## src/rtl/hub75_bcm_driver.sv

```systemverilog
`timescale 1ns/1ps
// HUB75 LED panel scan driver with binary-coded-modulation brightness.
// Reads one row-pair of pixels per bit plane, shifts it out, latches, then displays.
//
// state   | meaning
// IDLE    | panel blanked, waiting for enable
// SHIFT   | read-lead cycle, then two cycles per column (data, led_clk high)
// BLANK   | one blanked cycle, row address switches
// LATCH   | latch pulse
// DISPLAY | oe active for BASE_TIME<<plane cycles
module hub75_bcm_driver #(
  parameter int COLS      = 32,
  parameter int ROW_BITS  = 4,
  parameter int DEPTH     = 4,
  parameter int BASE_TIME = 8
) (
  input  logic                             clk,
  input  logic                             reset,
  input  logic                             enable,
  output logic                             rd_en,
  output logic [ROW_BITS+$clog2(COLS)-1:0] rd_addr,
  input  logic [6*DEPTH-1:0]               rd_data,
  output logic                             r1,
  output logic                             g1,
  output logic                             b1,
  output logic                             r2,
  output logic                             g2,
  output logic                             b2,
  output logic [ROW_BITS-1:0]              addr,
  output logic                             lat,
  output logic                             oe,
  output logic                             led_clk,
  output logic                             frame_done
);

  localparam int CB = $clog2(COLS);
  localparam int PW = (DEPTH > 1) ? $clog2(DEPTH) : 1;
  localparam int CW = $clog2((BASE_TIME << (DEPTH-1)) + 1);

  localparam logic [2:0] IDLE    = 3'd0;
  localparam logic [2:0] SHIFT   = 3'd1;
  localparam logic [2:0] BLANK   = 3'd2;
  localparam logic [2:0] LATCH   = 3'd3;
  localparam logic [2:0] DISPLAY = 3'd4;

  localparam logic [CB-1:0]       LAST_COL   = CB'(COLS-1);
  localparam logic [PW-1:0]       LAST_PLANE = PW'(DEPTH-1);
  localparam logic [ROW_BITS-1:0] LAST_ROW   = '1;

  logic [2:0]          state;
  logic [ROW_BITS-1:0] row;
  logic [PW-1:0]       plane;
  logic [CB-1:0]       col;
  logic [CB-1:0]       col_rd;
  logic                lead;
  logic                phase;
  logic [CW-1:0]       cnt;
  logic [5:0]          rgb_q;
  logic [5:0]          rgb_new;
  logic                shift_p0;

  // Bit `plane` of each channel; rgb vectors are ordered {r1,g1,b1,r2,g2,b2}.
  always_comb begin
    rgb_new = '0;
    for (int k = 0; k < 6; k++) begin
      rgb_new[k] = rd_data[k*DEPTH + int'(plane)];
    end
  end

  assign shift_p0 = (state == SHIFT) && !lead && !phase;
  assign {r1, g1, b1, r2, g2, b2} = shift_p0 ? rgb_new : rgb_q;

  // In phase 1 the read for the next column goes out, so data lands in its phase 0.
  assign col_rd  = phase ? col + CB'(1) : col;
  assign rd_addr = {row, col_rd};
  assign rd_en   = (state == SHIFT) && (lead || (phase && (col != LAST_COL)));
  assign led_clk = (state == SHIFT) && !lead && phase;
  assign lat     = (state == LATCH);
  assign oe      = (state != DISPLAY);

  always_ff @(posedge clk or negedge reset) begin
    if (!reset) begin
      state      <= IDLE;
      row        <= '0;
      plane      <= '0;
      col        <= '0;
      lead       <= 1'b0;
      phase      <= 1'b0;
      cnt        <= '0;
      rgb_q      <= '0;
      addr       <= '0;
      frame_done <= 1'b0;
    end else begin
      frame_done <= 1'b0;
      if (shift_p0) rgb_q <= rgb_new;
      case (state)
        IDLE: begin
          if (enable) begin
            state <= SHIFT;
            row   <= '0;
            plane <= '0;
            col   <= '0;
            lead  <= 1'b1;
            phase <= 1'b0;
          end
        end
        SHIFT: begin
          if (lead) begin
            lead  <= 1'b0;
            phase <= 1'b0;
          end else if (!phase) begin
            phase <= 1'b1;
          end else begin
            phase <= 1'b0;
            if (col == LAST_COL) begin
              col   <= '0;
              addr  <= row;
              state <= BLANK;
            end else begin
              col <= col + CB'(1);
            end
          end
        end
        BLANK: state <= LATCH;
        LATCH: begin
          cnt   <= CW'((BASE_TIME << plane) - 1);
          state <= DISPLAY;
        end
        DISPLAY: begin
          if (cnt != '0) begin
            cnt <= cnt - CW'(1);
          end else if (plane != LAST_PLANE) begin
            plane <= plane + PW'(1);
            lead  <= 1'b1;
            state <= SHIFT;
          end else begin
            // Row boundary is the only point where enable is honoured.
            plane <= '0;
            row   <= row + ROW_BITS'(1);
            if (row == LAST_ROW) frame_done <= 1'b1;
            if (enable) begin
              lead  <= 1'b1;
              state <= SHIFT;
            end else begin
              state <= IDLE;
            end
          end
        end
        default: state <= IDLE;
      endcase
    end
  end

endmodule

```

## config.mk

```make
export PLATFORM = sky130hd
export DESIGN_NAME = hub75_bcm_driver
export DESIGN_NICKNAME = d
export VERILOG_FILES = /design/src/rtl/hub75_bcm_driver.sv
export SDC_FILE = /design/constraint.sdc
export NUM_CORES = 1
export LEC_CHECK = 0
export CORE_ASPECT_RATIO = 0.75
export CORE_UTILIZATION = 35
export DETAILED_ROUTE_END_ITERATION = 10
export PLACE_DENSITY = 0.57
export SYNTH_ARGS = -nofsm -noshare
export SYNTH_HDL_FRONTEND = slang
export SYNTH_SLANG_ARGS = --single-unit
```

## constraint.sdc

```tcl
create_clock -name clk -period 3 [get_ports clk]
set_input_delay 0.6 -clock clk [delete_from_list [all_inputs] [get_ports clk]]
set_output_delay 0.6 -clock clk [all_outputs]
set_load 0.005 [all_outputs]
```

==> metrics.txt, run 1 <==
status complete, no violations; Worst Path Max Fanout 7; DRT Wirelength between 4000 and 5000 µm; core area ~5400 µm²; most common flop cell mapped by yosys dfrtp_1; fin crit share 0.976; Worst Hold End rgb_q[0]$_DFF_PN0_; worst hold stages 1; die area around 6000 µm²; CTS Buf Count 5; Post-synth EDFFs 0; f_max ~340 MHz; GRT Total Usage 0.153; Crit. End Element primary output; Mapped Nets approximately 220; clock buffer depth 2; Port Buffers 50; Final Setup Violations 0; first-pass GRT wire length 7000 µm; Syn Inst Count between 150 and 200; Finished Cell Area around 2700 µm²; Synth area leaders dfrtp_1 42%, mux4_2 6.7%, ha_1 5.6%, mux2_4 4.5%, o21ai_0 3.5%; r2r endpoint row[3]$_DFFE_PN0P_; async set or reset register ratio after synthesis 1.00; final net count 280; DR DRC count 0; htree depth 2; worst path required time roughly 2.4 ns; Mean Syn Cell Area 10.7 µm²; Hold Fails Final Rpt 0; clk slew on worst S/H paths roughly 0.080 ns; R2R Path Start cnt[0]$_DFFE_PN0P_; CTS root buf clkbuf_8; Layout area overhead 37.1%; Sequential Area approximately 850 µm²; GR Overflow Total 0; peak supply drop ~0.5 mV; worst skew pair latency around 0.28 ns; DR WL/cell 13.1 µm; Synth area leader dfrtp_1; Leakage approximately 1.2 nW; synth unique cells 43; crit path time final 2.93 ns; worst slew pin tran slightly below 0.5 ns; Final Util 0.505; CP Class reg2out; most frequent cells after synthesis 34 x dfrtp_1, 14 x nand2_1, 14 x o21ai_0; Synth top area share 0.424; Post-Syn Area 2010 µm²; Critical Path Start Type flip-flop; antenna cell count 0; placed cell areas ~2600 µm²; drt initial violations between 60 and 70; I/O pin count about 50; Post-CTS Hold Buffers 0; cell with the most instances after synthesis dfrtp_1; flop2flop setup slack 1.04 ns; synthesized flop and latch total 34; Initial Util 0.369; hold path startpoint rgb_q[0]$_DFF_PN0_; post-DR vias/cell approximately 5; skew final ~0.0063 ns; number of global-route vias before repair approximately 1500; slew margin rel. 0.678; DR vias around 1600; largest net degree at the start of global routing 35; CP arrival approximately 2.3 ns; CTS tree built; register area share after synthesis 0.424; fraction of layout instances using a drive strength above 1 0.163; Routed Antenna Nets 0; Clock Sink Count 34; area of the multi-input gates approximately 1100 µm²; yosys warns 0; FILL cells ~500; worst hold path type reg2reg; HPWL after detailed placement 2950 µm; total negative slack 0 ns; RSZ-0062 raised after global routing true; DRT Pass-1 Iters 4; Horiz. Die Dim roughly 89 µm; Die H around 68 µm; worst reg2reg path depth 6; Max Cap Viol 0; routability cong. 0.724; pwr/cell area about 950 nW/µm²; initial antenna violation count 0; standard-cell rows 23; Final Slew Violations 0
-- state kept, by name, indices dropped and copies added, names as in the netlist --
name and flops:
cnt 7, rgb_q 6, col 5, addr 4, row 4, state 3, plane 2, frame_done 1
lead 1, phase 1
-- power breakdown --
group	leakage, nW	switching (mW)	internal [mW]
clock	0.0683	0.179	0.333
combinational	0.709	0.481	0.787
sequential	0.425	0.207	0.631
-- layer usage --
layer	track usage	vias up	wire (µm)
met3	0.0452	4	199
met2	0.226	41	1810
met5	0	-	0
met1	0.219	723	2160
li1	-	801	-
met4	0.0357	0	21
-- cell families (layout without fill, tap and decap cells) --
family / count (synthesis) / after routing / share of synthesized area
buffers and inverters: 19 / 76 / 0.0437
DFF: 34 / 34 / 0.424
xor gates and xnor gates: 5 / 5 / 0.0218
AOI/OAI and AO/OA: 34 / 34 / 0.100
adders and majority gates: 9 / 9 / 0.0561
and+or+nand+nor: 66 / 66 / 0.193
muxes: 21 / 21 / 0.161
-- cell type report --
type	count	share of cell area
clock inverter	3	0.0250
inverter	12	0.0164
tap	75	0.0341
timing repair buffer	56	0.199
multi-input combinational	135	0.390
sequential	34	0.310
clock buffer	5	0.0250
-- how the worst max path moves through the flow --
stage / startpoint / to / slack, ns / cells past startpoint
4_1_cts: plane[0]$_DFFE_PN0P_ / g2 / 0.04 / 3
6_report: state[2]$_DFFE_PN0P_ / g2 / 0.07 / 4
3_5_place_dp: rd_data[6] / g2 / 0.17 / 4
5_1_grt: state[2]$_DFFE_PN0P_ / g2 / -0.002 / 4
2_1_floorplan: state[1]$_DFFE_PN0P_ / b1 / 0.75 / 5
3_3_place_gp: rd_data[7] / g2 / 0.20 / 4
-- layout by cell type (no fill, tap or decap), types with 6 or more instances in the layout --
cell | netlist | layout
inv_1 | 11 | 11
mux2_4 | 6 | 6
a21oi_1 | 8 | 8
o21ai_0 | 14 | 14
ha_1 | 9 | 9
mux4_2 | 6 | 6
clkdlybuf4s50_1 | 0 | 49
nor3_1 | 7 | 7
nand3_1 | 10 | 10
nor2_1 | 7 | 7
nand2_1 | 14 | 14
dfrtp_1 | 34 | 33
buf_4 | 0 | 6
mux2_2 | 6 | 6
nand4_1 | 7 | 7
-- through the flow --
stage                     power [mW]  hold slack, ns  std cells  worst slack [ns]
final                           2.62           0.496        320            0.0720
after global placement          2.10           0.479        311             0.196
after global routing            2.83           0.508        320          -0.00176
after CTS                       2.64           0.498        319            0.0414
after floorplan                 1.55           0.304        188             0.754
after detailed placement        2.11           0.479        311             0.169
-- what timing repair did --
item | 4_1_cts | 5_1_grt
setup endpoints to repair | 6 | 6
setup buffers | 0 | 1
resized for setup | 1 | 2
-- critical path: stages (launching register included) --
cell             delay (ns)
dfrtp_1                0.38
or3b_4                 0.44
or3_4                  0.43
mux2_4                 0.33
clkdlybuf4s50_1        0.47
Power figures use the tool's default switching activity.
==> run 2: changes to the inputs <==
--- a/config.mk
+++ b/config.mk
@@ -5,10 +5,11 @@
 export SDC_FILE = /design/constraint.sdc
 export NUM_CORES = 1
 export LEC_CHECK = 0
+export ABC_AREA = 1
 export CORE_ASPECT_RATIO = 0.75
 export CORE_UTILIZATION = 35
 export DETAILED_ROUTE_END_ITERATION = 10
-export PLACE_DENSITY = 0.57
+export PLACE_DENSITY = 0.56
 export SYNTH_ARGS = -nofsm -noshare
 export SYNTH_HDL_FRONTEND = slang
 export SYNTH_SLANG_ARGS = --single-unit
==> run 2 against run 1 <==
Synthesized area rose by 10%. Worst setup slack improved by 0.17 ns. Critical endpoint is now r1. Non-clock buffer count fell by 2. Highest routed layer unchanged. Sequential power fell by 26%. Largest cell class unchanged.
==> metrics.txt, run 2 <==
Non-Filler Instances between 400 and 500; clock buffer depth 2; worst path cell trace inv_2, nand3_4, nor3_4, buf_4, nand2_1, nand2_1, clkdlybuf4s50_1; delay-heaviest family, CP buffers and inverters; Layout area overhead 32.7%; fin crit share 0.920; synthesized flop and latch total 34; Net Sw Power 0.647 mW; biggest regs cnt: 7 flops, rgb_q: 6 flops, col: 5 flops; RSZ-0062 raised after global routing false; Comb pwr share 0.391; Flop pwr share 0.328; Synth area leaders dfrtp_1 38%, nand2_1 16%, o21ai_0 5.7%, ha_1 5.1%, nand3_1 5.0%; core area 5950 µm²; GRT Total Usage 0.170; post-DR vias/cell 4.74; CTS tree built; clk slew on worst S/H paths 0.08 ns; crit path time final between 2 and 3 ns; Final Setup Violations 0; Syn Inst Count ~290; Initial Util 0.372; Clock Sink Count 34; Routed Antenna Nets 0; commonest non-fill, non-tap cell in the layout nand2_1; worst slew pin tran roughly 0.46 ns; CTS-repair resized insts 0; most common flop cell mapped by yosys dfrtp_1; die area approximately 6600 µm²; Finished Cell Area 2930 µm²; largest net degree at the start of global routing 35; CP max stage delay ~0.54 ns; Largest Register cnt; Switching Fraction 0.342; total power draw 1.89 mW; R2R Path Start col[0]$_DFFE_PN0P_; Final Slew Violations 0; CP Class reg2out; DR vias between 1500 and 2000; Worst path most repeated cell nand2_1; Int Power approximately 1.2 mW; Post-synth EDFFs 0; number of global-route vias before repair between 1500 and 2000; Bufs and invs on worst path 3; placed cells 410; DRT Pass-1 Iters 4; FILL cells a little under 600; CTS root buf clkbuf_8; standard-cell rows 24; Leakage between 1 and 1.5 nW; Critical Path Start Type flip-flop; drt initial violations 93; CP arrival approximately 2.2 ns; Post-CTS Setup Bufs 0; CTS Buf Count 5; Mean Syn Cell Area 7.76 µm²; final net count roughly 380; Max Cap Viol 0; yosys warns 0; Worst Path Max Fanout 8; total negative slack 0 ns; first-pass GRT wire length between 8000 and 9000 µm; Worst Setup SP state[2]$_DFFE_PN0P_; synth unique cells 33; hold path startpoint rgb_q[4]$_DFF_PN0_; placed cell areas around 2800 µm²; Synth top area share 0.385; Horiz. Die Dim 93.8 µm; slew margin rel. 0.695; worst skew pair latency between 0.2 and 0.3 ns; Die H 70.8 µm; pwr/cell area 645 nW/µm²; skew final 0.00958 ns; Post-Syn Area around 2200 µm²; Port Buffers 50; most frequent cells in the layout 92 x nand2_1, 50 x clkdlybuf4s50_1, 34 x dfrtp_1; I/O pin count roughly 50; HPWL after detailed placement 3780 µm; Crit. End Element primary output; initial antenna violation count 0; DR WL/cell between 10 and 15 µm; worst path required time between 2 and 2.5 ns; CP max-delay cell clkdlybuf4s50_1; DR DRC count 0; cell with the most instances after synthesis nand2_1; GR Overflow Total 0; fraction of layout instances using a drive strength above 1 0.129; worst hold path type reg2reg; f_max ~360 MHz; Hold Fails Final Rpt 0; Post-CTS Hold Buffers 0; async set or reset register ratio after synthesis 1.00; Synth area leader dfrtp_1; htree depth 2; register area share after synthesis 0.385; max reg flops 7; peak supply drop 0.349 mV; status complete, no violations; Mapped Nets approximately 320; antenna cell count 0; routability cong. 0.883; most frequent cells after synthesis 92 x nand2_1, 34 x dfrtp_1, 25 x o21ai_0; Clk pwr share 0.281; DRT Wirelength approximately 5300 µm
[run 2: cell count changes after synthesis, moves of 5 or more]
cell,delta
nand2_2,+5
nand2_1,+78
o21ai_2,+5
nor2_1,+16
nand3_1,+12
mux2_2,-6
mux2_4,-6
o21ai_0,+11
o22ai_1,+5
mux4_2,-6
a21oi_1,-5
inv_1,+8
[run 2: area by class of cell]
cell class / count / area (µm²) / area share
multi-input cells: 222 / 1220 / 0.416
flip-flops and latches: 34 / 851 / 0.290
repair buffers: 54 / 531 / 0.181
well taps: 78 / 97.6 / 0.0333
inverters: 24 / 92.6 / 0.0316
clock buffers: 6 / 82.6 / 0.0282
clock inverters: 2 / 60.1 / 0.0205
[run 2: final timing paths]
check	end	slack [ns]	cells past startpoint
setup / recovery	r1	0.24	7
hold / removal	rgb_q[4]$_DFF_PN0_	0.48	2
setup reg to reg	state[0]$_DFFE_PN0P_	1.24	9
hold reg to reg	rgb_q[4]$_DFF_PN0_	0.48	2
max in group asynchronous	col[1]$_DFFE_PN0P_	1.94	2
min in group asynchronous	rgb_q[1]$_DFF_PN0_	0.73	2
[run 2: power groups by stage]
stage          logic, mW  registers [mW]  clock network (mW)
3_3_place_gp       0.723           0.629                   0
2_1_floorplan      0.430           0.594                   0
5_1_grt            0.826           0.631               0.559
6_report           0.740           0.620               0.531
3_5_place_dp       0.727           0.628                   0
4_1_cts            0.728           0.620               0.548
[run 2: logic make-up (layout without fill, tap and decap cells)]
family | after synthesis | after routing | synth area share
AOI/OAI and AO/OA | 41 | 41 | 0.116
xor gates and xnor gates | 4 | 4 | 0.0158
adders and majority gates | 9 | 9 | 0.0509
buffers and inverters | 29 | 86 | 0.0640
DFF | 34 | 34 | 0.385
and+or+nand+nor | 168 | 168 | 0.368
[run 2: per-layer routing]
layer | global-route usage | share of wire | up-vias
li1 | - | - | 1049
met1 | 0.257 | 0.52 | 894
met2 | 0.247 | 0.42 | 44
met3 | 0.0376 | 0.054 | 2
met4 | 0.0359 | 0.0051 | 0
met5 | 0 | 0 | -
[run 2: worst reg2reg max path, cell delays in order (launching register included)]
cell,delay [ns]
dfrtp_1,0.46
ha_1,0.23
nand2_1,0.07
nor2_1,0.14
ha_1,0.34
inv_1,0.06
o21ai_0,0.16
nand3_1,0.09
nand2_1,0.06
nand2_1,0.05
[run 2: metrics by stage]
step / hold slack (ns) / setup WS, ns / utilization
floorplan: 0.304 / 1.16 / -
global placement: 0.462 / 0.429 / 0.467
finish: 0.478 / 0.240 / 0.493
CTS: 0.485 / 0.140 / 0.491
detailed placement: 0.466 / 0.405 / 0.467
global route: 0.502 / 0.0807 / 0.493
==> run 3: changes to the inputs <==
--- a/config.mk
+++ b/config.mk
@@ -6,10 +6,12 @@
 export NUM_CORES = 1
 export LEC_CHECK = 0
 export ABC_AREA = 1
+export CELL_PAD_IN_SITES_DETAIL_PLACEMENT = 0
+export CELL_PAD_IN_SITES_GLOBAL_PLACEMENT = 1
 export CORE_ASPECT_RATIO = 0.75
 export CORE_UTILIZATION = 35
 export DETAILED_ROUTE_END_ITERATION = 10
-export PLACE_DENSITY = 0.56
+export PLACE_DENSITY = 0.74
 export SYNTH_ARGS = -nofsm -noshare
 export SYNTH_HDL_FRONTEND = slang
 export SYNTH_SLANG_ARGS = --single-unit
==> run 3 against run 2 <==
Cell count is 0.48% lower. Maximum frequency is 0.42% lower. Clock power is 3% lower. Register-to-register slack worse by 0.04 ns. Clock skew is 0.0015 ns lower. Final area is 0.68% lower. Utilization is 0.34 points lower.
==> metrics.txt, run 3 (synthesis results as in run 2) <==
status complete, no violations; worst skew pair latency roughly 0.29 ns; CTS tree built; CP max stage delay between 0.5 and 0.6 ns; post-layout worst setup margin 0.228 ns; DRT Pass-1 Iters 4; DR WL/cell 13.0 µm; skew final around 0.008 ns; worst slew pin tran around 0.46 ns; DR DRC count 0; htree depth 2; Post-CTS Setup Bufs 0; Largest Register cnt; worst hold path type reg2reg; total negative slack 0 ns; f_max ~360 MHz; core area around 5900 µm²; max reg flops 7; commonest non-fill, non-tap cell in the layout nand2_1; crit path time final between 2 and 3 ns; first-pass GRT wire length 9320 µm; final net count about 380; area of the multi-input gates between 1000 and 1500 µm²; CTS root buf clkbuf_8; largest net degree at the start of global routing 35; worst path cell trace ha_1, nand2_1, nor2_1, ha_1, inv_1, o21ai_0, clkdlybuf4s50_1; CP arrival roughly 2.2 ns; Clock Sink Count 34; clk slew on worst S/H paths about 0.07 ns; number of global-route vias before repair approximately 1900; initial antenna violation count 0; Initial Util 0.372; Worst Path Max Fanout 6; drt initial violations a little over 100; Final Util 0.490; HPWL after detailed placement a little over 4000 µm; Comb pwr share 0.388; Int Power around 1.2 mW; Net Sw Power roughly 0.65 mW; peak supply drop ~0.23 mV; Hold Fails Final Rpt 0; Sequential Area about 850 µm²; DR vias around 2000; Post-CTS Hold Buffers 0; Horiz. Die Dim around 94 µm; pwr/cell area between 600 and 700 nW/µm²; placed cells 410; Layout area overhead 31.7%; routability cong. approximately 0.79; CTS Buf Count 5; slew margin rel. 0.695; Finished Cell Area between 2000 and 3000 µm²; worst path required time 2.40 ns; CP max-delay cell clkdlybuf4s50_1; RSZ-0062 raised after global routing false; Routed Antenna Nets 0; FILL cells 576; clock buffer depth 2; Clk pwr share 0.277; GR Overflow Total 0; dpl ws around 0.43 ns; DRT Wirelength about 5400 µm; GRT Total Usage 0.182; Critical Path Start Type flip-flop; I/O pin count slightly above 50; Switching Fraction 0.350; fraction of layout instances using a drive strength above 1 0.124; Final Setup Violations 0; Final Slew Violations 0; placed cell areas approximately 2800 µm²; die area between 6000 and 7000 µm²; biggest regs cnt: 7 flops, rgb_q: 6 flops, col: 5 flops; Crit. End Element primary output; standard-cell rows 24; fin crit share 0.924; Flop pwr share 0.335; Port Buffers 50; Max Cap Viol 0; most frequent cells in the layout 92 x nand2_1, 50 x clkdlybuf4s50_1, 34 x dfrtp_1; Non-Filler Instances 418; post-DR vias/cell 4.80; CTS-repair resized insts 0; Die H ~70 µm; antenna cell count 0; Worst path most repeated cell ha_1; Leakage around 1.4 nW; CP Class reg2out
==> run 3: critical path: cells and delay by family (launching register included) <==
family / cells / cell delay (ns)
AOI/OAI and AO/OA: 1 / 0.20
adders and majority gates: 2 / 0.53
buffers and inverters: 2 / 0.58
DFF: 1 / 0.45
and+or+nand+nor: 2 / 0.13
==> run 3: metal layers <==
layer,part of all wire,GRT usage,wire [µm],vias to the layer above
met5,0,0,0,-
met1,0.54,0.281,2950,913
met2,0.40,0.254,2150,43
met3,0.054,0.0387,291,2
li1,-,-,-,1048
met4,0.0055,0.0462,30,0
==> run 3: metrics by stage <==
stage / hold slack (ns) / total power [mW]
3_3_place_gp: 0.464 / 1.36
5_1_grt: 0.499 / 2.00
3_5_place_dp: 0.469 / 1.36
2_1_floorplan: 0.304 / 1.02
6_report: 0.477 / 1.85
4_1_cts: 0.487 / 1.88
==> run 3: area by class of cell <==
type	count	area share
Clock buffer	5	0.0236
Tap cell	78	0.0335
Sequential cell	34	0.292
Clock inverter	3	0.0236
Timing Repair Buffer	52	0.177
Inverter	24	0.0318
Multi-Input combinational cell	222	0.418
==> run 3: final timing paths <==
check                      slack, ns                from                    to  cells after the start
setup / recovery                0.23  col[0]$_DFFE_PN0P_            rd_addr[4]                      7
hold / removal                  0.48  rgb_q[2]$_DFF_PN0_    rgb_q[2]$_DFF_PN0_                      2
setup reg to reg                1.20  col[0]$_DFFE_PN0P_  state[0]$_DFFE_PN0P_                      9
hold reg to reg                 0.48  rgb_q[2]$_DFF_PN0_    rgb_q[2]$_DFF_PN0_                      2
max in group asynchronous       1.95               reset  state[2]$_DFFE_PN0P_                      2
min in group asynchronous       0.72               reset  frame_done$_DFF_PN0_                      2
==> run 3: power by group through the flow <==
stage | Sequential, mW | Combinational [mW] | Clock, mW
after floorplan | 0.594 | 0.430 | 0
after global placement | 0.632 | 0.723 | 0
after detailed placement | 0.629 | 0.727 | 0
after CTS | 0.621 | 0.729 | 0.529
after global routing | 0.635 | 0.816 | 0.549
final | 0.621 | 0.719 | 0.514
